## config.mk

```make
export PLATFORM = sky130hd
export DESIGN_NAME = rv32i_wb_pipe_data_adapter
export DESIGN_NICKNAME = d
export VERILOG_FILES = /design/src/rtl/rv32i_wb_pipe_data_adapter.sv
export SDC_FILE = /design/constraint.sdc
export NUM_CORES = 1
export LEC_CHECK = 0
export CAP_MARGIN = 40
export CORE_MARGIN = 2
export CORE_UTILIZATION = 41
export DETAILED_ROUTE_END_ITERATION = 10
export PLACE_DENSITY = 0.79
export RECOVER_POWER = 25
export SLEW_MARGIN = 20
export SYNTH_ARGS = -nofsm -noshare
export SYNTH_HDL_FRONTEND = slang
export SYNTH_SLANG_ARGS = --single-unit
```

## constraint.sdc

```tcl
create_clock -name clk_i -period 8.15 [get_ports clk_i]
set_clock_uncertainty 0.15 [all_clocks]
set_input_delay 1.63 -clock clk_i [delete_from_list [all_inputs] [get_ports clk_i]]
set_output_delay 1.63 -clock clk_i [all_outputs]
set_load 0.01 [all_outputs]
```

## src/rtl/rv32i_wb_pipe_data_adapter.sv

```systemverilog
// MEM-stage load/store port to a Wishbone B4 pipelined master with up to
// MAX_OUTSTANDING transactions in flight, in-order retirement and optional drain-on-error.

module rv32i_wb_pipe_data_adapter_chk #(
  parameter int unsigned CNT_W           = 3,
  parameter int unsigned MAX_OUTSTANDING = 4
) (
  input logic             clk_i,
  input logic             rst_ni,
  input logic             abort,
  input logic             ack,
  input logic             err,
  input logic             push,
  input logic             gnt,
  input logic [CNT_W-1:0] inflight,
  input logic [CNT_W-1:0] total
);

  localparam logic [CNT_W-1:0] MAX_CNT  = CNT_W'(MAX_OUTSTANDING);
  localparam logic [CNT_W-1:0] CNT_ZERO = {CNT_W{1'b0}};

  // Bus protocol and credit sanity checks
  always @(posedge clk_i) begin
    if (rst_ni) begin
      assert (!((ack || err) && !abort && (inflight == CNT_ZERO)))
        else $fatal(1, "ack/err with no transaction in flight");
      assert (!(ack && err))
        else $fatal(1, "ack and err asserted together");
      assert (!(push && (inflight == MAX_CNT)))
        else $fatal(1, "tracker push while full");
      assert (!(gnt && (total == MAX_CNT)))
        else $fatal(1, "grant with no credit left");
    end
  end

endmodule

module rv32i_wb_pipe_data_adapter #(
  parameter int unsigned ADDR_WIDTH      = 32,
  parameter int unsigned DATA_WIDTH      = 32,
  parameter int unsigned MAX_OUTSTANDING = 4,
  parameter bit          ABORT_ON_ERR    = 1'b0
) (
  input  logic                    clk_i,
  input  logic                    rst_ni,
  input  logic                    req_i,
  input  logic                    we_i,
  input  logic [DATA_WIDTH/8-1:0] be_i,
  input  logic [ADDR_WIDTH-1:0]   addr_i,
  input  logic [DATA_WIDTH-1:0]   wdata_i,
  output logic                    gnt_o,
  output logic                    rsp_valid_o,
  output logic [DATA_WIDTH-1:0]   rsp_rdata_o,
  output logic                    rsp_err_o,
  output logic                    store_complete_o,
  output logic                    store_err_o,
  output logic                    busy_o,
  output logic                    wb_cyc_o,
  output logic                    wb_stb_o,
  output logic                    wb_we_o,
  output logic [DATA_WIDTH/8-1:0] wb_sel_o,
  output logic [ADDR_WIDTH-1:0]   wb_adr_o,
  output logic [DATA_WIDTH-1:0]   wb_dat_o,
  input  logic [DATA_WIDTH-1:0]   wb_dat_i,
  input  logic                    wb_ack_i,
  input  logic                    wb_err_i,
  input  logic                    wb_stall_i
);

  localparam int unsigned SEL_W    = DATA_WIDTH / 8;
  localparam int unsigned CNT_W    = $clog2(MAX_OUTSTANDING + 1);
  localparam int unsigned FIFO_LEN = 1 << CNT_W;

  localparam logic [CNT_W-1:0]    MAX_CNT   = CNT_W'(MAX_OUTSTANDING);
  localparam logic [CNT_W-1:0]    CNT_ZERO  = {CNT_W{1'b0}};
  localparam logic [FIFO_LEN-1:0] FIFO_ZERO = {FIFO_LEN{1'b0}};
  localparam logic [FIFO_LEN-1:0] FIFO_ONE  = {{(FIFO_LEN-1){1'b0}}, 1'b1};

  typedef enum logic [0:0] {
    ST_RUN   = 1'b0,
    ST_ABORT = 1'b1
  } state_t;

  state_t                state_r;
  state_t                state_s;

  logic                  cmd_valid_r;
  logic                  cmd_we_r;
  logic [SEL_W-1:0]      cmd_sel_r;
  logic [ADDR_WIDTH-1:0] cmd_adr_r;
  logic [DATA_WIDTH-1:0] cmd_dat_r;
  logic [CNT_W-1:0]      inflight_r;
  logic [FIFO_LEN-1:0]   fifo_r;

  logic                  cyc_r;
  logic                  stb_r;
  logic                  busy_r;
  logic                  rsp_valid_r;
  logic [DATA_WIDTH-1:0] rsp_rdata_r;
  logic                  rsp_err_r;
  logic                  store_complete_r;
  logic                  store_err_r;

  logic                  abort_s;
  logic [CNT_W-1:0]      total_s;
  logic                  gnt_s;
  logic                  push_s;
  logic                  pop_s;
  logic                  pop_err_s;
  logic                  head_we_s;
  logic                  cmd_valid_s;
  logic [CNT_W-1:0]      inflight_s;
  logic [CNT_W-1:0]      wr_idx_s;
  logic [FIFO_LEN-1:0]   shifted_s;
  logic [FIFO_LEN-1:0]   push_mask_s;
  logic [FIFO_LEN-1:0]   fifo_s;

  // Accept/issue/retire decisions and next-state values of the tracker
  always_comb begin
    abort_s   = (state_r == ST_ABORT);
    total_s   = inflight_r + CNT_W'(cmd_valid_r);
    gnt_s     = rst_ni && req_i && !abort_s && (!cmd_valid_r || !wb_stall_i) && (total_s < MAX_CNT);
    // During a drain the slot goes straight to the tracker without touching the bus
    push_s    = cmd_valid_r && (abort_s || !wb_stall_i);
    pop_s     = (inflight_r != CNT_ZERO) && (abort_s || wb_ack_i || wb_err_i);
    pop_err_s = abort_s || wb_err_i;
    head_we_s = fifo_r[0];

    if (gnt_s) begin
      cmd_valid_s = 1'b1;
    end else if (push_s) begin
      cmd_valid_s = 1'b0;
    end else begin
      cmd_valid_s = cmd_valid_r;
    end

    inflight_s  = inflight_r + CNT_W'(push_s) - CNT_W'(pop_s);
    wr_idx_s    = inflight_r - CNT_W'(pop_s);
    shifted_s   = pop_s ? (fifo_r >> 1'b1) : fifo_r;
    push_mask_s = push_s ? (FIFO_ONE << wr_idx_s) : FIFO_ZERO;
    fifo_s      = (shifted_s & ~push_mask_s) | (cmd_we_r ? push_mask_s : FIFO_ZERO);

    case (state_r)
      ST_RUN: begin
        if (ABORT_ON_ERR && wb_err_i && (inflight_r != CNT_ZERO)) begin
          state_s = ST_ABORT;
        end else begin
          state_s = ST_RUN;
        end
      end
      ST_ABORT: begin
        if (total_s == CNT_ZERO) begin
          state_s = ST_RUN;
        end else begin
          state_s = ST_ABORT;
        end
      end
      default: begin
        state_s = ST_RUN;
      end
    endcase
  end

  // Command slot, outstanding counter and we-bit tracker (head at bit 0)
  always_ff @(posedge clk_i or negedge rst_ni) begin
    if (!rst_ni) begin
      cmd_valid_r <= 1'b0;
      cmd_we_r    <= 1'b0;
      cmd_sel_r   <= {SEL_W{1'b0}};
      cmd_adr_r   <= {ADDR_WIDTH{1'b0}};
      cmd_dat_r   <= {DATA_WIDTH{1'b0}};
      inflight_r  <= CNT_ZERO;
      fifo_r      <= FIFO_ZERO;
    end else begin
      cmd_valid_r <= cmd_valid_s;
      inflight_r  <= inflight_s;
      fifo_r      <= fifo_s;
      if (gnt_s) begin
        cmd_we_r  <= we_i;
        cmd_sel_r <= we_i ? be_i : {SEL_W{1'b1}};
        cmd_adr_r <= addr_i;
        cmd_dat_r <= wdata_i;
      end
    end
  end

  // RUN/ABORT state with registered cycle, strobe and busy flags
  always_ff @(posedge clk_i or negedge rst_ni) begin
    if (!rst_ni) begin
      state_r <= ST_RUN;
      cyc_r   <= 1'b0;
      stb_r   <= 1'b0;
      busy_r  <= 1'b0;
    end else begin
      state_r <= state_s;
      cyc_r   <= (cmd_valid_s || (inflight_s != CNT_ZERO)) && (state_s != ST_ABORT);
      stb_r   <= cmd_valid_s && (state_s != ST_ABORT);
      busy_r  <= cmd_valid_s || (inflight_s != CNT_ZERO);
    end
  end

  // One-cycle response pulses for the retiring head entry
  always_ff @(posedge clk_i or negedge rst_ni) begin
    if (!rst_ni) begin
      rsp_valid_r      <= 1'b0;
      rsp_rdata_r      <= {DATA_WIDTH{1'b0}};
      rsp_err_r        <= 1'b0;
      store_complete_r <= 1'b0;
      store_err_r      <= 1'b0;
    end else begin
      rsp_valid_r      <= pop_s && !head_we_s;
      rsp_rdata_r      <= (pop_s && !head_we_s && !abort_s) ? wb_dat_i : {DATA_WIDTH{1'b0}};
      rsp_err_r        <= pop_s && !head_we_s && pop_err_s;
      store_complete_r <= pop_s && head_we_s;
      store_err_r      <= pop_s && head_we_s && pop_err_s;
    end
  end

  assign gnt_o            = gnt_s;
  assign rsp_valid_o      = rsp_valid_r;
  assign rsp_rdata_o      = rsp_rdata_r;
  assign rsp_err_o        = rsp_err_r;
  assign store_complete_o = store_complete_r;
  assign store_err_o      = store_err_r;
  assign busy_o           = busy_r;
  assign wb_cyc_o         = cyc_r;
  assign wb_stb_o         = stb_r;
  assign wb_we_o          = cmd_we_r;
  assign wb_sel_o         = cmd_sel_r;
  assign wb_adr_o         = cmd_adr_r;
  assign wb_dat_o         = cmd_dat_r;

  rv32i_wb_pipe_data_adapter_chk #(
    .CNT_W           (CNT_W),
    .MAX_OUTSTANDING (MAX_OUTSTANDING)
  ) u_chk (
    .clk_i    (clk_i),
    .rst_ni   (rst_ni),
    .abort    (abort_s),
    .ack      (wb_ack_i),
    .err      (wb_err_i),
    .push     (push_s),
    .gnt      (gnt_s),
    .inflight (inflight_r),
    .total    (total_s)
  );

endmodule

```

Word level (Yosys, flattened, before mapping). Index checks and enable logic that the tools add are counted. W data, S select, Z words.

Bits in registers: 121. Input bits: 107. Logic and storage cells: 62.

$add $sub $neg: 4. $lt $le $gt $ge: 1. Shifts and indexed selects: 1. Mux-type cells: 9. Bitwise logic cells: 5. Reduce and logical (&&, ||, !) cells: 26.

Operators with widths (count): $mux W32 (1); $mux W8 (3); $logic_and A1 B1 Y1 (13); $and A8 B8 Y8 (1); $not A8 Y8 (1); $or A8 B8 Y8 (1); $shl A1 B3 Y8 const A (1); $add A3 B1 Y3 (2); $logic_or A1 B1 Y1 (6); $reduce_bool A3 Y1 (2); $sub A3 B1 Y3 (2); $logic_not A1 Y1 (4); $mux W4 (1); $logic_not A3 Y1 (1); $lt A3 B3 Y1 const B (1); $mux W1 (3); $not A1 Y1 (2); $pmux W1 S2 (1).

Logic depth before layout (Yosys ltp). Gate-level depths: netlist of run 1.

Depth in word-level cells: 9. Mapped depth: 9. Mapped depth without buffers: 9.

Least setup slack after synthesis of run 1. OpenSTA, ideal clock, no wires.

Path type: input -> output. Start point: input wb_stall_i. End point: output gnt_o. Arrival: 2.388 ns. Required time: 6.370 ns. Slack: 3.982 ns. Stages on the path: 4. Buffers on the path: 2. Cell sequence: and2_1 -> nor3_2 -> buf_2 -> buf_2.

Longest elaborated chain between the ends: 4.

Ends and longest elaborated chain: from (decl) (RTL line 67) `input logic wb_stall_i`; $logic_not A1 Y1 (RTL line 122) `gnt_s = rst_ni && req_i && !abort_s && (!cmd_valid_r || !wb_stall_i) && (total_s < MAX_CNT);`; $logic_or A1 B1 Y1 (RTL line 122); $logic_and A1 B1 Y1 (2 in a row) (RTL line 122); to (decl) (RTL line 51) `output logic gnt_o,`.

Every way passes these cells.

Worst setup path after layout of run 1.
Start point: input rst_ni. End point: output gnt_o.

Longest elaborated chain between the ends: 4.

Ends and longest elaborated chain: from (decl) (RTL line 45) `input logic rst_ni,`; $logic_and A1 B1 Y1 (4 in a row) (RTL line 122).

Every way passes these cells.

==> insert_results.sql, run 1 <==
INSERT INTO impl_metrics (metric_group, metric, value, unit) VALUES
('finish', 'fillers', '772', ''),
('sta', 'final_period_minus_worst_setup_slack', '5060', 'ps'),
('clock_network', 'root_buffer', 'sky130_fd_sc_hd__clkbuf_8', ''),
('sta', 'fmax', '198', 'MHz'),
('logic_synthesis', 'syn-instance-count', '310', ''),
('pwr', 'vdd.ir_drop.worst', '0.188', 'mV'),
('clock_network', 'ctsResizeCount', '0', ''),
('sta', 'setup_violations', '0', ''),
('logic_synthesis', 'synth_seq_cells', '121', ''),
('run_status', 'outcome', 'complete, but fails checks', ''),
('global_routing', 'overflow_left_after_global_routing', '0', ''),
('finish', 'num_antenna_cells', '0', ''),
('clock_network', 'cts-root-to-sink-buffers', '2', ''),
('floorplan', 'placementRows', '38', ''),
('worst_setup_path', 'crit_required', '6370', 'ps'),
('route', 'post_drt_wl_per_cell', '16.1', 'um'),
('route', 'firstDrtPassIters', '5', ''),
('finish', 'final_layout_size_suffix_gt1_share', '18.9', '%'),
('sta', 'final_max_slew_viol_count', '51', ''),
('pwr', 'overall_power_of_the_completed_layout', '2.85', 'mW'),
('clock_network', 'clock_sink_count', '121', ''),
('pwr', 'powerDensity', '378', 'mW/mm^2'),
('finish', 'register_area', '0.00303', 'mm^2'),
('finish', 'utilization', '69.2', '%'),
('floorplan', 'core_area', '0.0109', 'mm^2'),
('worst_setup_path', 'cpLargestDelayFamily', 'buffers and inverters', ''),
('logic_synthesis', 'syn_area', '0.00460', 'mm^2'),
('clock_network', 'h-tree-depth', '4', ''),
('route', 'drc', '0', ''),
('global_routing', 'gr-usage-all-layers', '18.7', '%'),
('global_routing', 'grt_start_max_net_pins', '75', ''),
('floorplan', 'die_y', '110', 'um'),
('logic_synthesis', 'post_syn_nets', '422', ''),
('logic_synthesis', 'seq_area_frac_synth', '65.8', '%'),
('worst_setup_path', 'crit_fanout', '60', ''),
('sta', 'rsz0062_at_grt', 'no', ''),
('flow_run', 'max_cap_viol_count', '1', ''),
('pwr', 'clock_power_share', '26.4', '%'),
('placement', 'finalWeightedCongestion', '0.784', ''),
('floorplan', 'dieArea', '0.0121', 'mm^2'),
('run_status', 'violated_checks', 'max-capacitance violations, max-slew violations', ''),
('sta', 'worst-slew-pin-transition', '2630', 'ps'),
('floorplan', 'io_pins', '216', ''),
('clock_network', 'cts_made_buffers', '17', ''),
('route', 'antenna_left', '0', ''),
('sta', 'final.hold.worst_slack', '352', 'ps'),
('clock_network', 'cts.clk_slew.worst_paths', '60', 'ps'),
('clock_network', 'tritoncts_clock_tree', 'yes', ''),
('worst_setup_path', 'timing.critical_path.to_type', 'output port', ''),
('clock_network', 'post-cts-setup-buffer-count', '0', ''),
('finish', 'synthToLayoutAreaGrowth', '63.6', '%'),
('logic_synthesis', 'yosysWarningCount', '0', ''),
('logic_synthesis', 'syn-mean-instance-area', '14.9', 'um^2'),
('placement', 'io_buf_count', '215', ''),
('sta', 'hold_viol_final', '0', ''),
('sta', 'final.period_utilization', '62.1', '%'),
('worst_setup_path', 'start_kind', 'primary input', ''),
('route', 'drtIter0Drc', '105', ''),
('min_path', 'hold_path_class', 'flop to flop', ''),
('floorplan', 'start_util', '42.3', '%'),
('worst_setup_path', 'slowest_delay', '590', 'ps'),
('clock_network', 'cts-hold-fix-buffers', '0', ''),
('global_routing', 'antenna_found_initial', '0', ''),
('placement', 'detailed_placer_s_ending_hpwl', '8120', 'um'),
('worst_setup_path', 'crit_chain', 'buf_4 -> nand3b_1 -> nor3_4 -> clkdlybuf4s50_1', ''),
('route', 'finalWirelength', '11100', 'um'),
('pwr', 'combinationalPowerShare', '39.1', '%'),
('route', 'overall_via_count_from_detail_route', '3253', ''),
('global_routing', 'grt_first_pass_wirelength', '16800', 'um'),
('logic_synthesis', 'synth_largest_area_cell', 'sky130_fd_sc_hd__dfrtp_1', ''),
('pwr', 'switching_power', '816', 'uW');
-- area by class of cell --
class | count | share of cell area, %
clock buffers | 24 | 6.51
clock inverters | 8 | 1.53
inverters | 8 | 0.399
multi-input cells | 168 | 19.8
flip-flops and latches | 121 | 40.2
well taps | 140 | 2.32
repair buffers | 221 | 29.3
-- power groups by stage --
stage                     logic [mW]  registers, mW  clock network (mW)
after detailed placement        1.12          0.995                   0
after CTS                       1.12          0.986               0.767
after global routing            1.20           1.02               0.798
after floorplan                0.378           1.09                   0
final                           1.11          0.983               0.752
after global placement          1.09          0.978                   0
-- flip-flops by register name, summed over array words and instances (netlist names), 3 cells and up, named ones only --
signal	cells
wb_sel_o	4
rsp_rdata_o	32
wb_dat_o	32
inflight_r	3
wb_adr_o	32
-- logic make-up (layout without fill, tap and decap cells) --
group / after synthesis / count (layout) / synth area share (%)
buffers and inverters: 21 / 261 / 2.26
muxes: 81 / 81 / 19.5
adders and majority gates: 5 / 5 / 1.52
DFF: 121 / 121 / 65.8
xor gates and xnor gates: 6 / 6 / 1.14
AOI/OAI and AO/OA: 11 / 11 / 1.68
and+or+nand+nor: 65 / 65 / 8.18
-- layout by cell type, fill, tap and decap left out, drive strengths merged, types with 4 or more instances in the layout --
master / synthesis / layout
inv: 7 / 7
buf: 10 / 5
mux2i: 16 / 16
mux2: 65 / 65
nor2: 12 / 12
clkdlybuf4s50: 0 / 214
nand2: 4 / 4
clkinv: 1 / 6
dfrtp: 121 / 121
clkbuf: 3 / 26
and2: 34 / 34
a31oi: 4 / 4
nor4: 5 / 5
ha: 4 / 4
-- synth_stat cells --
| cell type | count |
|---|---|
| sky130_fd_sc_hd__clkbuf_1 | 3 |
| sky130_fd_sc_hd__a31oi_1 | 4 |
| sky130_fd_sc_hd__mux2_4 | 1 |
| sky130_fd_sc_hd__nand3b_1 | 2 |
| sky130_fd_sc_hd__and2_1 | 34 |
| sky130_fd_sc_hd__clkinv_1 | 1 |
| sky130_fd_sc_hd__ha_1 | 4 |
| sky130_fd_sc_hd__nor3_2 | 1 |
| sky130_fd_sc_hd__nor4_1 | 5 |
| sky130_fd_sc_hd__mux2_2 | 64 |
| sky130_fd_sc_hd__nand2b_1 | 1 |
| sky130_fd_sc_hd__nand2_1 | 4 |
| sky130_fd_sc_hd__o21ai_0 | 1 |
| sky130_fd_sc_hd__inv_1 | 7 |
| sky130_fd_sc_hd__o21bai_1 | 1 |
| sky130_fd_sc_hd__fa_1 | 1 |
| sky130_fd_sc_hd__dfrtp_1 | 121 |
| sky130_fd_sc_hd__mux2i_1 | 16 |
| sky130_fd_sc_hd__nor2_1 | 12 |
| sky130_fd_sc_hd__or3_4 | 1 |
| sky130_fd_sc_hd__xor2_1 | 3 |
| sky130_fd_sc_hd__o31ai_1 | 3 |
| sky130_fd_sc_hd__buf_4 | 5 |
| sky130_fd_sc_hd__xnor2_1 | 3 |
| sky130_fd_sc_hd__nor3_1 | 2 |
| sky130_fd_sc_hd__buf_2 | 5 |
| sky130_fd_sc_hd__nand4_1 | 2 |
| sky130_fd_sc_hd__nor3b_1 | 1 |
| sky130_fd_sc_hd__o31a_1 | 2 |
-- through the flow --
step           setup WS, ps  std cells
6_report               3090        690
2_1_floorplan          3980        310
3_3_place_gp           3030        655
5_1_grt                2500        690
4_1_cts                3000        688
3_5_place_dp           3020        656
-- worst reg2reg max path, stage by stage (launching register included) --
cell and delay (ps):
sky130_fd_sc_hd__dfrtp_1 440, sky130_fd_sc_hd__or3_4 450, sky130_fd_sc_hd__o31a_1 180, sky130_fd_sc_hd__xnor2_1 150, sky130_fd_sc_hd__ha_1 200, sky130_fd_sc_hd__fa_1 370, sky130_fd_sc_hd__xor2_1 160, sky130_fd_sc_hd__xnor2_1 150
sky130_fd_sc_hd__nor4_1 320, sky130_fd_sc_hd__nor2_1 90
-- metal layers --
layer	track usage (%)	routed length, um
met1	20.1	4220
met2	31.9	5540
met3	8.82	1200
met4	7.05	178
met5	0	0
-- worst paths after layout --
path	start	to	slack, ps	cells past startpoint
min in group asynchronous	rst_ni	wb_adr_o[20]	1030	1
worst max-delay path	rst_ni	gnt_o	3090	4
worst max register to register	abort_s	wb_cyc_o	5380	9
worst min register to register	wb_dat_o[22]	wb_dat_o[22]	350	1
worst min-delay path	wb_dat_o[22]	wb_dat_o[22]	350	1
max in group asynchronous	rst_ni	rsp_rdata_o[26]	3290	3
(Power assumes the default switching activity.)
==> inputs of run 2 (changes only) <==
==> constraint.sdc (replaced) <==
create_clock -name clk_i -period 5.18 [get_ports clk_i]
set_clock_uncertainty 0.15 [all_clocks]
set_input_delay 1.036 -clock clk_i [delete_from_list [all_inputs] [get_ports clk_i]]
set_output_delay 1.036 -clock clk_i [all_outputs]
set_load 0.01 [all_outputs]
==> insert_results.sql, run 2 (synthesized netlist as in run 1, its figures left out) <==
INSERT INTO impl_metrics (metric_group, metric, value, unit) VALUES
('route', 'antenna_left', '0', ''),
('sta', 'setup_violations', '0', ''),
('clock_network', 'cts_made_buffers', '17', ''),
('finish', 'final_layout_size_suffix_gt1_share', '18.5', '%'),
('finish', 'layout_common_cells', 'sky130_fd_sc_hd__clkdlybuf4s50_1, sky130_fd_sc_hd__dfrtp_1, sky130_fd_sc_hd__mux2_2', ''),
('min_path', 'hold_path_class', 'flop to flop', ''),
('pwr', 'power_leakage', '3.22', 'nW'),
('floorplan', 'start_util', '42.3', '%'),
('floorplan', 'die_y', '110', 'um'),
('route', 'finalWirelength', '11400', 'um'),
('sta', 'slew-limit-headroom', '36.4', '%'),
('sta', 'setup_tns', '0', 'ps'),
('global_routing', 'grt_pass1_vias', '3490', ''),
('worst_setup_path', 'crit_required', '3990', 'ps'),
('clock_network', 'clock_sink_count', '121', ''),
('finish', 'synthToLayoutAreaGrowth', '64.7', '%'),
('run_status', 'outcome', 'finished, final reports clean', ''),
('worst_setup_path', 'setup.worst_path.class', 'primary input to output port', ''),
('placement', 'io_buf_count', '215', ''),
('placement', 'detailed_placer_s_ending_hpwl', '8410', 'um'),
('clock_network', 'ctsResizeCount', '0', ''),
('route', 'firstDrtPassIters', '4', ''),
('route', 'drc', '0', ''),
('sta', 'worst-slew-pin-transition', '953', 'ps'),
('clock_network', 'post-cts-setup-buffer-count', '0', ''),
('clock_network', 'h-tree-depth', '4', ''),
('floorplan', 'dieArea', '0.0121', 'mm^2'),
('flow_run', 'max_cap_viol_count', '0', ''),
('floorplan', 'placementRows', '38', ''),
('worst_setup_path', 'crit_fanout', '52', ''),
('clock_network', 'root_buffer', 'sky130_fd_sc_hd__clkbuf_8', ''),
('sta', 'fmax', '262', 'MHz'),
('clock_network', 'cts-hold-fix-buffers', '0', ''),
('finish', 'commonest_non_fill_non_tap_cell_in_the_layout', 'sky130_fd_sc_hd__clkdlybuf4s50_1', ''),
('pwr', 'vdd.ir_drop.worst', '0.324', 'mV'),
('global_routing', 'grt_first_pass_wirelength', '17300', 'um'),
('sta', 'final.period_utilization', '73.6', '%'),
('route', 'post_drt_wl_per_cell', '16.6', 'um'),
('floorplan', 'die_width', '110', 'um'),
('sta', 'final_max_slew_viol_count', '0', ''),
('placement', 'finalWeightedCongestion', '0.791', ''),
('route', 'drtIter0Drc', '119', ''),
('clock_network', 'cts-root-to-sink-buffers', '2', ''),
('route', 'vias_per_cell', '4.77', ''),
('pwr', 'overall_power_of_the_completed_layout', '4.55', 'mW'),
('global_routing', 'gr-usage-all-layers', '19.4', '%'),
('finish', 'num_antenna_cells', '0', ''),
('clock_network', 'tritoncts_clock_tree', 'yes', ''),
('sta', 'final_period_minus_worst_setup_slack', '3810', 'ps'),
('floorplan', 'core_area', '0.0109', 'mm^2'),
('sta', 'rsz0062_at_grt', 'no', ''),
('global_routing', 'antenna_found_initial', '0', ''),
('worst_setup_path', 'worst-endpoint-arrival', '2630', 'ps'),
('global_routing', 'grt_start_max_net_pins', '66', ''),
('floorplan', 'io_pins', '216', ''),
('worst_setup_path', 'start_kind', 'primary input', ''),
('worst_setup_path', 'reg2reg_setup_slack', '2260', 'ps'),
('sta', 'hold_viol_final', '0', ''),
('finish', 'nNetsFinal', '649', ''),
('global_routing', 'overflow_left_after_global_routing', '0', ''),
('route', 'overall_via_count_from_detail_route', '3292', ''),
('worst_setup_path', 'timing.critical_path.to_type', 'output port', ''),
('clock_network', 'worst_skew_pair.late_latency', '510', 'ps'),
('clock_network', 'cts.clk_slew.worst_paths', '50', 'ps'),
('pwr', 'powerDensity', '600', 'mW/mm^2');
-- run 2: metrics by stage --
step	utilization (%)	cell area (um^2)	cells	setup WS, ps	hold WS [ps]
after global routing	69.7	7580	690	1180	360
after global placement	63.3	6890	655	1350	338
after CTS	69.8	7600	690	1310	358
final	69.7	7580	690	1370	352
after floorplan	-	4600	310	1990	325
after detailed placement	63.9	6960	658	1330	345
-- run 2: critical path, stage by stage --
cell and delay (ps):
sky130_fd_sc_hd__buf_4 500, sky130_fd_sc_hd__nand3b_1 270, sky130_fd_sc_hd__nor3_4 230, sky130_fd_sc_hd__clkdlybuf4s50_1 580
-- run 2: final timing paths --
| path | startpoint | to | depth (start not counted) |
|---|---|---|---|
| worst max-delay path | rst_ni | gnt_o | 4 |
| worst min-delay path | wb_dat_o[18] | wb_dat_o[18] | 1 |
| worst max register to register | abort_s | wb_cyc_o | 9 |
| worst min register to register | wb_dat_o[18] | wb_dat_o[18] | 1 |
| max in group asynchronous | rst_ni | wb_adr_o[17] | 3 |
| min in group asynchronous | rst_ni | wb_adr_o[23] | 1 |
-- run 2: power breakdown --
group          internal [mW]  switching (mW)
clock network          0.858           0.389
registers               1.34           0.203
logic                   1.06           0.697
-- run 2: routing by layer --
metal,GRT usage [%],vias to the layer above,part of all wire (%)
li1,-,1526,-
met1,20.5,1584,36
met2,32.7,158,50
met3,8.76,24,11
met4,9.86,0,2.7
met5,0,-,0
-- run 2: layout make-up --
cell class | count | area, um^2
Clock inverter | 6 | 133
Timing Repair Buffer | 221 | 2230
Inverter | 8 | 30.0
Tap cell | 140 | 175
Sequential cell | 121 | 3030
Multi-Input combinational cell | 168 | 1480
Clock buffer | 26 | 508
Fill cell | 798 | 3300
